**config.mk**
```make
export PLATFORM = sky130hd
export DESIGN_NAME = shifter_operand_unit_flat
export DESIGN_NICKNAME = d
export VERILOG_FILES = /design/src/rtl/shifter_operand_unit_pkg.sv /design/src/rtl/shifter_operand_unit_if.sv /design/src/rtl/shifter_operand_unit_shift_amount_decode.sv /design/src/rtl/shifter_operand_unit.sv /design/src/flat_wrapper.sv
export SDC_FILE = /design/constraint.sdc
export NUM_CORES = 1
export LEC_CHECK = 0
export ABC_CLOCK_PERIOD_IN_PS = 2400
export CAP_MARGIN = 30
export CORE_MARGIN = 2
export CORE_UTILIZATION = 40
export CTS_BUF_LIST = sky130_fd_sc_hd__clkbuf_4 sky130_fd_sc_hd__clkbuf_8 sky130_fd_sc_hd__clkbuf_16
export DETAILED_ROUTE_END_ITERATION = 8
export GPL_TIMING_DRIVEN = 0
export PLACE_DENSITY_LB_ADDON = 0.25
export SETUP_SLACK_MARGIN = 0.3
export SYNTH_ARGS = -nofsm -noshare
export SYNTH_HDL_FRONTEND = slang
export SYNTH_HIERARCHICAL = 1
export SYNTH_SLANG_ARGS = --single-unit
export TNS_END_PERCENT = 100
```
**constraint.sdc**
```tcl
create_clock -name clk -period 2.4 [get_ports clk]
set_input_delay 0.36 -clock clk [delete_from_list [all_inputs] [get_ports clk]]
set_output_delay 0.36 -clock clk [all_outputs]
set_load 0.05 [all_outputs]
```
**src/rtl/shifter_operand_unit_pkg.sv**
```systemverilog
// Shared encodings and bundles for the ARM operand-2 shifter.
// Imported by the decode sub-module and the top level.
package shifter_pkg;

    localparam int WIDTH = 32;
    localparam int AMT_W = 8;
    localparam int CNT_W = 6;

    localparam logic [CNT_W-1:0] CLAMP32 = 6'd32;
    localparam logic [CNT_W-1:0] CLAMP33 = 6'd33;

    typedef enum logic [1:0] {
        MODE_ROT_IMM = 2'b00,
        MODE_IMM_SH  = 2'b01,
        MODE_REG_SH  = 2'b10,
        MODE_PASS    = 2'b11
    } mode_e;

    typedef enum logic [1:0] {
        SH_LSL = 2'b00,
        SH_LSR = 2'b01,
        SH_ASR = 2'b10,
        SH_ROR = 2'b11
    } shift_e;

    typedef enum logic [1:0] {
        ST_IDLE  = 2'b00,
        ST_SHIFT = 2'b01,
        ST_DONE  = 2'b10
    } state_e;

    typedef struct packed {
        logic [CNT_W-1:0] n;
        logic             left;
        logic             arith;
        logic             rot;
        logic             rrx;
        logic [WIDTH-1:0] value;
        logic             carry;
    } plan_t;

endpackage

```
**src/rtl/shifter_operand_unit_if.sv**
```systemverilog
// Request/result bundle between decode control and the operand-2 shifter.
// master = control side, slave = shifter side.
interface shifter_operand_unit_if;
    logic        start;
    logic [1:0]  mode;
    logic [1:0]  shift_type;
    logic [7:0]  imm8;
    logic [3:0]  rot;
    logic [4:0]  shamt;
    logic [31:0] rm;
    logic [7:0]  rs;
    logic        cin;
    logic [31:0] operand2;
    logic        shifter_carry;
    logic        busy;
    logic        done;

    modport master (
        output start, mode, shift_type, imm8, rot, shamt, rm, rs, cin,
        input  operand2, shifter_carry, busy, done
    );

    modport slave (
        input  start, mode, shift_type, imm8, rot, shamt, rm, rs, cin,
        output operand2, shifter_carry, busy, done
    );
endinterface

```
**src/rtl/shifter_operand_unit_shift_amount_decode.sv**
```systemverilog
// Maps mode, shift type and amount fields to an iteration plan:
// count, shift direction/fill flags, starting value and starting carry.
module shift_amount_decode
    import shifter_pkg::*;
(
    input  logic [1:0]  mode,
    input  logic [1:0]  shift_type,
    input  logic [7:0]  imm8,
    input  logic [3:0]  rot,
    input  logic [4:0]  shamt,
    input  logic [31:0] rm,
    input  logic [7:0]  rs,
    input  logic        cin,
    output plan_t       plan
);

    always_comb begin
        plan       = '0;
        plan.value = rm;
        plan.carry = cin;
        plan.left  = (shift_type == SH_LSL);
        plan.arith = (shift_type == SH_ASR);
        plan.rot   = (shift_type == SH_ROR);
        case (mode)
            MODE_ROT_IMM: begin
                plan.value = {24'b0, imm8};
                plan.left  = 1'b0;
                plan.arith = 1'b0;
                plan.rot   = 1'b1;
                plan.n     = {1'b0, rot, 1'b0};
            end
            MODE_IMM_SH: begin
                if (shamt != 5'd0) begin
                    plan.n = {1'b0, shamt};
                end else begin
                    // Zero encodes LSR/ASR #32 and RRX; LSL #0 is a pass-through
                    case (shift_type)
                        SH_LSR, SH_ASR: plan.n = CLAMP32;
                        SH_ROR: begin
                            plan.n   = 6'd1;
                            plan.rot = 1'b0;
                            plan.rrx = 1'b1;
                        end
                        default: plan.n = '0;
                    endcase
                end
            end
            MODE_REG_SH: begin
                if (rs != 8'd0) begin
                    case (shift_type)
                        SH_LSL, SH_LSR:
                            plan.n = (rs >= 8'(CLAMP33)) ? CLAMP33 : rs[5:0];
                        SH_ASR:
                            plan.n = (rs >= 8'(CLAMP32)) ? CLAMP32 : rs[5:0];
                        default: begin
                            plan.n = {1'b0, rs[4:0]};
                            if (rs[4:0] == 5'd0) plan.carry = rm[31];
                        end
                    endcase
                end
            end
            default: ;
        endcase
    end

endmodule

```
**src/rtl/shifter_operand_unit.sv**
```systemverilog
// Iterative operand-2 shifter: one bit per cycle, start/busy/done handshake.
// The result and carry registers only change on the cycle entering DONE.
module shifter_operand_unit
    import shifter_pkg::*;
(
    input  logic                  clk,
    input  logic                  reset,
    shifter_operand_unit_if.slave bus
);

    state_e           state;
    state_e           state_nxt;
    plan_t            plan;
    logic [WIDTH-1:0] value;
    logic [WIDTH-1:0] sh_value;
    logic [CNT_W-1:0] count;
    logic             carry;
    logic             sh_carry;
    logic             fill;
    logic             left;
    logic             arith;
    logic             rot;
    logic             rrx;
    logic             accept;
    logic [WIDTH-1:0] operand2;
    logic             shifter_carry;

    shift_amount_decode u_decode (
        .mode       (bus.mode),
        .shift_type (bus.shift_type),
        .imm8       (bus.imm8),
        .rot        (bus.rot),
        .shamt      (bus.shamt),
        .rm         (bus.rm),
        .rs         (bus.rs),
        .cin        (bus.cin),
        .plan       (plan)
    );

    assign accept            = bus.start && (state != ST_SHIFT);
    assign bus.busy          = (state == ST_SHIFT);
    assign bus.done          = (state == ST_DONE);
    assign bus.operand2      = operand2;
    assign bus.shifter_carry = shifter_carry;

    // RRX fills with the carry register, which was loaded with CIN
    always_comb begin
        fill = 1'b0;
        if (rrx)        fill = carry;
        else if (rot)   fill = value[0];
        else if (arith) fill = value[31];
        if (left) begin
            sh_value = {value[30:0], 1'b0};
            sh_carry = value[31];
        end else begin
            sh_value = {fill, value[31:1]};
            sh_carry = value[0];
        end
    end

    always_comb begin
        state_nxt = state;
        case (state)
            ST_IDLE: begin
                if (accept) state_nxt = (plan.n == '0) ? ST_DONE : ST_SHIFT;
            end
            ST_SHIFT: begin
                if (count == 6'd1) state_nxt = ST_DONE;
            end
            ST_DONE: begin
                if (accept) state_nxt = (plan.n == '0) ? ST_DONE : ST_SHIFT;
                else        state_nxt = ST_IDLE;
            end
            default: state_nxt = ST_IDLE;
        endcase
    end

    always_ff @(posedge clk) begin
        if (reset) state <= ST_IDLE;
        else       state <= state_nxt;
    end

    always_ff @(posedge clk) begin
        if (reset) begin
            value         <= '0;
            count         <= '0;
            carry         <= 1'b0;
            left          <= 1'b0;
            arith         <= 1'b0;
            rot           <= 1'b0;
            rrx           <= 1'b0;
            operand2      <= '0;
            shifter_carry <= 1'b0;
        end else if (accept) begin
            value <= plan.value;
            count <= plan.n;
            carry <= plan.carry;
            left  <= plan.left;
            arith <= plan.arith;
            rot   <= plan.rot;
            rrx   <= plan.rrx;
            if (plan.n == '0) begin
                operand2      <= plan.value;
                shifter_carry <= plan.carry;
            end
        end else if (state == ST_SHIFT) begin
            value <= sh_value;
            carry <= sh_carry;
            count <= count - 6'd1;
            if (count == 6'd1) begin
                operand2      <= sh_value;
                shifter_carry <= sh_carry;
            end
        end
    end

endmodule
```
**src/flat_wrapper.sv**
```systemverilog
// flat-port wrapper written by rule: the top's interface ports become plain ports
module shifter_operand_unit_flat import shifter_pkg::*;
  (clk, reset, bus_start, bus_mode, bus_shift_type, bus_imm8, bus_rot, bus_shamt, bus_rm, bus_rs, bus_cin, bus_operand2, bus_shifter_carry, bus_busy, bus_done);
  shifter_operand_unit_if bus_i ();
  input  logic clk;
  input  logic reset;
  input wire logic [$bits(bus_i.start)-1:0] bus_start;
  input wire logic [$bits(bus_i.mode)-1:0] bus_mode;
  input wire logic [$bits(bus_i.shift_type)-1:0] bus_shift_type;
  input wire logic [$bits(bus_i.imm8)-1:0] bus_imm8;
  input wire logic [$bits(bus_i.rot)-1:0] bus_rot;
  input wire logic [$bits(bus_i.shamt)-1:0] bus_shamt;
  input wire logic [$bits(bus_i.rm)-1:0] bus_rm;
  input wire logic [$bits(bus_i.rs)-1:0] bus_rs;
  input wire logic [$bits(bus_i.cin)-1:0] bus_cin;
  output wire logic [$bits(bus_i.operand2)-1:0] bus_operand2;
  output wire logic [$bits(bus_i.shifter_carry)-1:0] bus_shifter_carry;
  output wire logic [$bits(bus_i.busy)-1:0] bus_busy;
  output wire logic [$bits(bus_i.done)-1:0] bus_done;
  assign bus_i.start = bus_start;
  assign bus_i.mode = bus_mode;
  assign bus_i.shift_type = bus_shift_type;
  assign bus_i.imm8 = bus_imm8;
  assign bus_i.rot = bus_rot;
  assign bus_i.shamt = bus_shamt;
  assign bus_i.rm = bus_rm;
  assign bus_i.rs = bus_rs;
  assign bus_i.cin = bus_cin;
  assign bus_operand2 = bus_i.operand2;
  assign bus_shifter_carry = bus_i.shifter_carry;
  assign bus_busy = bus_i.busy;
  assign bus_done = bus_i.done;
  shifter_operand_unit u_core (.clk(clk), .reset(reset), .bus(bus_i));
endmodule
```
After elaboration in Yosys (flattened, before gate mapping) --
Index checks and enable logic that the tools add are counted. W data, S select, Z words.
Word-level totals: register bits 78, output and inout bits 35, logic and storage cells 81
Cells by class: add/sub/neg operators 1, order comparisons 2, equality and inequality tests 12, multiplexer cells 41, reduce and logical (&&, ||, !) cells 15
Operator list (number):
- $mux W32 | 8
- $mux W6 | 6
- $pmux W6 S2 | 2
- $pmux W6 S3 | 1
- $ge A8 B6 Y1 const B | 2
- $mux W1 | 16
- $mux W2 | 6
- $eq A2 B2 Y1 const B | 4
- $reduce_bool A8 Y1 | 1
- $eq A2 B1 Y1 const B | 3
- $eq A6 B1 Y1 const B | 1
- $logic_not A2 Y1 | 3
- $logic_not A6 Y1 | 1
- $ne A2 B1 Y1 const B | 3
- $pmux W2 S3 | 1
- $sub A6 B1 Y6 const B | 1
- $logic_not A5 Y1 | 1
- $reduce_bool A5 Y1 | 1
- $reduce_bool A2 Y1 | 2
- $reduce_or A2 Y1 | 2
- $reduce_and A3 Y1 | 1
- $reduce_or A3 Y1 | 1
- $ne A2 B2 Y1 const B | 1
- $pmux W1 S2 | 1
- 2 further kinds | 2

Longest topological paths before layout --
depth in word-level cells 9, depth in mapped cells 12, depth with buffers taken out 10

Cells and area by module --
The synthesis kept the hierarchy.
Modules (own cells, without submodules):
- shifter_operand_unit | instances 1, cells an instance 456, area each 3883.7 µm², sequential area each 1561.5 µm²
- shift_amount_decode | instances 1, cells an instance 82, area each 610.6 µm², sequential area each 0.0 µm²

Worst setup path before layout --
OpenSTA, ideal clock, no wires.
path type input to register, start input port bus_shift_type[0], end register u_core.operand2[0], in the netlist u_core/bus.operand2[0], setup time 88 ps, arrival time 2419 ps, required time 2312 ps, path slack -107 ps, stages 12, cells stage by stage inv_1 ha_1 nor2_1 o21ai_2 and3_4 a221o_1 nor4_4 and4_1 buf_4 buf_6 nor3_1 a311oi_2
RTL lines:
- from (decl) | line flat_wrapper.sv:9 | input wire logic [$bits(bus_i.shift_type)-1:0] bus_shift_type;
- to (signal assigned) | line shifter_operand_unit.sv:103 | operand2 <= plan.value;
- to (signal assigned) | line shifter_operand_unit.sv:111 | operand2 <= sh_value;
- to (decl) | line shifter_operand_unit.sv:25 | logic [WIDTH-1:0] operand2;

==> flow_metrics.tcl <==
set metrics [dict create \
    initial_core_util 0.413 \
    start_kind "input pin" \
    cts-hold-fix-buffers 0 \
    drt-initial-drc-count 260 \
    crit_chain "dlygate4sd2_1 > or3_4 > o21ai_2 > and3_4 > a221o_1 > nor2_2 > and4_1 > buf_6 > buf_12 > buf_16 > o221ai_2 > a21oi_1" \
    die_h_um 110 \
    worstMarginPinSlew_ns 0.766 \
    synthSimpleGateAreaFrac 0.183 \
    clockBufferDepth 2 \
    gp_congestion 0.912 \
    ys_seq_elements 78 \
    synth_compound_area_frac 0.283 \
    fillers 999 \
    area_delta_synth_final_pct 44.9 \
    cts-root-buf "clkbuf_8" \
    ir_worst_vdd_v 0.000414 \
    reg2regPathDepth 7 \
    htreeDepth 3 \
    pin_count 100 \
    min_path_type "in -> reg" \
    crit_end "u_core/bus.operand2[1]" \
    antenna_found_initial 0 \
    drt_wl_total_um 14600 \
    r2r_end "u_core/bus.operand2[3]" \
    synth.distinct_cells 49 \
    viasPerCell 6.00 \
    grt_max_degree 14 \
    multi_input_area_um2 2980 \
    clk_pin_slew_ns 0.08 \
    finalPower_mw 3.68 \
    ff_latch_area_um2 1560 \
    hold_ws_ns 0.402 \
    yosysTopAreaCell "dfxtp_1" \
    antennaDiodeCount 0 \
    crit_fanout 8 \
    skew_ns 0.0112 \
    grt_pass1_vias 4628 \
    final_cell_mix "clkdlybuf4s50_1, dfxtp_1, a21oi_1" \
    dp_cells 775 \
    powerDensity_nw_per_um2 565 \
    cap_viol_max_count 0 \
    fin_cells 808 \
    synth_fa_ha_area_frac 0.0195 \
    hold_viol_final 0 \
    crit_path_max_incr_delay_ns 0.42 \
    hpwlAfterDp_um 10000 \
    drc_errors 0 \
    outcome "complete, no violations" \
    drive_gt1_frac 0.217 \
    async_flop_share 0 \
    arrival_ns 2.56 \
    post-route-period-util 0.977 \
    antenna_left 0 \
    end_kind "flip-flop" \
    cts_made_buffers 9 \
    avgSynthCellArea_um2 8.35 \
    synth-xor-area-share 0 \
    fin_area_um2 6510 \
    netlist_top_cells_area "dfxtp_1, a21oi_1, mux2i_1, o221ai_1, o211ai_1" \
    clock_sinks 78 \
    crit_path_top_delay_cell "or3_4" \
    syn-cell-area_um2 4490 \
    placed_area_um2 5870 \
    fmax_mhz 426 \
    yosysWarnings 6 \
    chipWidth_um 110 \
    p_leak_nw 2.13 \
    gr-total-overflow 0 \
    min_period_ns 2.34 \
    rsz0062_at_grt "true" \
    cts_tree "done" \
    syn_inst 538 \
    synth_mux_area_frac 0.0960 \
    crit_required_ns 2.62 \
    clock_latency_ns 0.36 \
    setup_violations 0 \
    detail_route.wl_per_cell_um 18.1 \
    grtUsageTotal 0.239 \
    nets 736 \
    core_area_um2 10900 \
    synth_fp_nets 610 \
    ys_seq_area_frac 0.347 \
    vias 4844 \
    row_count 38 \
    io_buffers 97 \
    final_common_cell "clkdlybuf4s50_1" \
    synth_top_area_share 0.347 \
    dieArea_um2 12100 \
    final-max-slew-violation-count 0 \
    synth-main-ff-cell "dfxtp_1" \
    synth_top_family_by_area "compound AO/OA/AOI/OAI gates" \
    slew_headroom 0.489 \
    rr_startpoint "u_core/state[1]" \
    rrSetupSlack_ns 0.39 \
    setup.worst_path.class "in -> reg" \
    startpoint "bus_rs[6]" \
    grt_pass1_wl_um 22600 \
    dr.pass1.iters 4 \
    synth_edf_count 0 \
]
worst min path at each step:
stage / from / end / cells after the start
floorplan: u_core/carry / u_core/carry / 2
global placement: u_core/arith / u_core/arith / 2
detailed placement: u_core/arith / u_core/arith / 2
CTS: bus_mode[1] / u_core/rot / 4
global route: bus_mode[1] / u_core/rot / 4
finish: bus_mode[1] / u_core/rot / 4
sequential cells by signal, indices dropped and copies added (netlist names):
| register | flops |
|---|---|
| u_core/bus.operand2 | 32 |
| u_core/value | 32 |
| u_core/count | 6 |
| u_core/state | 2 |
| u_core/arith | 1 |
| u_core/bus.shifter_carry | 1 |
| u_core/carry | 1 |
| u_core/left | 1 |
| u_core/rot | 1 |
| u_core/rrx | 1 |
worst max-delay path, delay by kind of cell:
family                 cells  cell delay, ns
and+or+nand+nor            4            0.92
buffers and inverters      4            0.67
AOI/OAI and AO/OA          4            0.61
area by class of cell:
class                      count  share of cell area
multi-input combinational    396               0.458
sequential                    78               0.240
timing repair buffer         115               0.181
buffer                        55              0.0563
tap                          140              0.0269
clock buffer                  10              0.0211
clock inverter                 5             0.00903
inverter                       9             0.00788
power by group:
part | internal [mW] | total, mW | switching, mW | leakage [nW]
Sequential | 1.40 | 1.49 | 0.0905 | 0.637
Clock | 0.505 | 1.01 | 0.507 | 0.0948
Combinational | 0.492 | 1.17 | 0.681 | 1.39
Total | 2.40 | 3.68 | 1.28 | 2.13
per-layer routing:
layer  routed length [um]  part of all wire  track usage
met1                 6240              0.43        0.299
met2                 7230              0.49        0.408
met3                  926             0.063       0.0476
met4                  213             0.015       0.0868
met5                    0                 0            0
cell families after synthesis:
logic type,count (synthesis)
compound gates,194
mux,42
fa+ha+maj,7
simple gates,153
buf+inv,64
flops,78
cell usage after synthesis (2+ instances only):
| cell | instances |
|---|---|
| o211ai_1 | 32 |
| ha_1 | 7 |
| o21ai_0 | 33 |
| nand3_1 | 37 |
| mux2i_1 | 33 |
| clkbuf_1 | 33 |
| a21oi_1 | 70 |
| buf_4 | 2 |
| nor2_1 | 14 |
| a221o_1 | 4 |
| nor3_1 | 6 |
| mux2_2 | 8 |
| o221ai_1 | 31 |
| nand2_1 | 46 |
| dfxtp_1 | 78 |
| a211oi_1 | 8 |
| nor2b_1 | 30 |
| o21ai_2 | 2 |
| nor4_1 | 2 |
| a32o_1 | 4 |
| a2111oi_0 | 2 |
| inv_1 | 9 |
| and3_1 | 3 |
| buf_6 | 7 |
| buf_2 | 13 |
timing repair:
item                       in CTS  in global routing
setup endpoints to repair      40                 34
resized for setup              82                 25
gates cloned                    3                  1
pin swaps                      32                 22
buffers inserted               11                  3
per-stage QoR:
step                      worst slack, ns  utilization   TNS, ns
after floorplan                    0.0614            -         0
after global placement             -0.984        0.540    -31.82
after detailed placement            -1.04        0.540    -33.50
after CTS                          0.0946        0.585         0
after global routing             -0.00625        0.598  -0.00625
final                              0.0552        0.598         0
(Power assumes the default switching activity.)
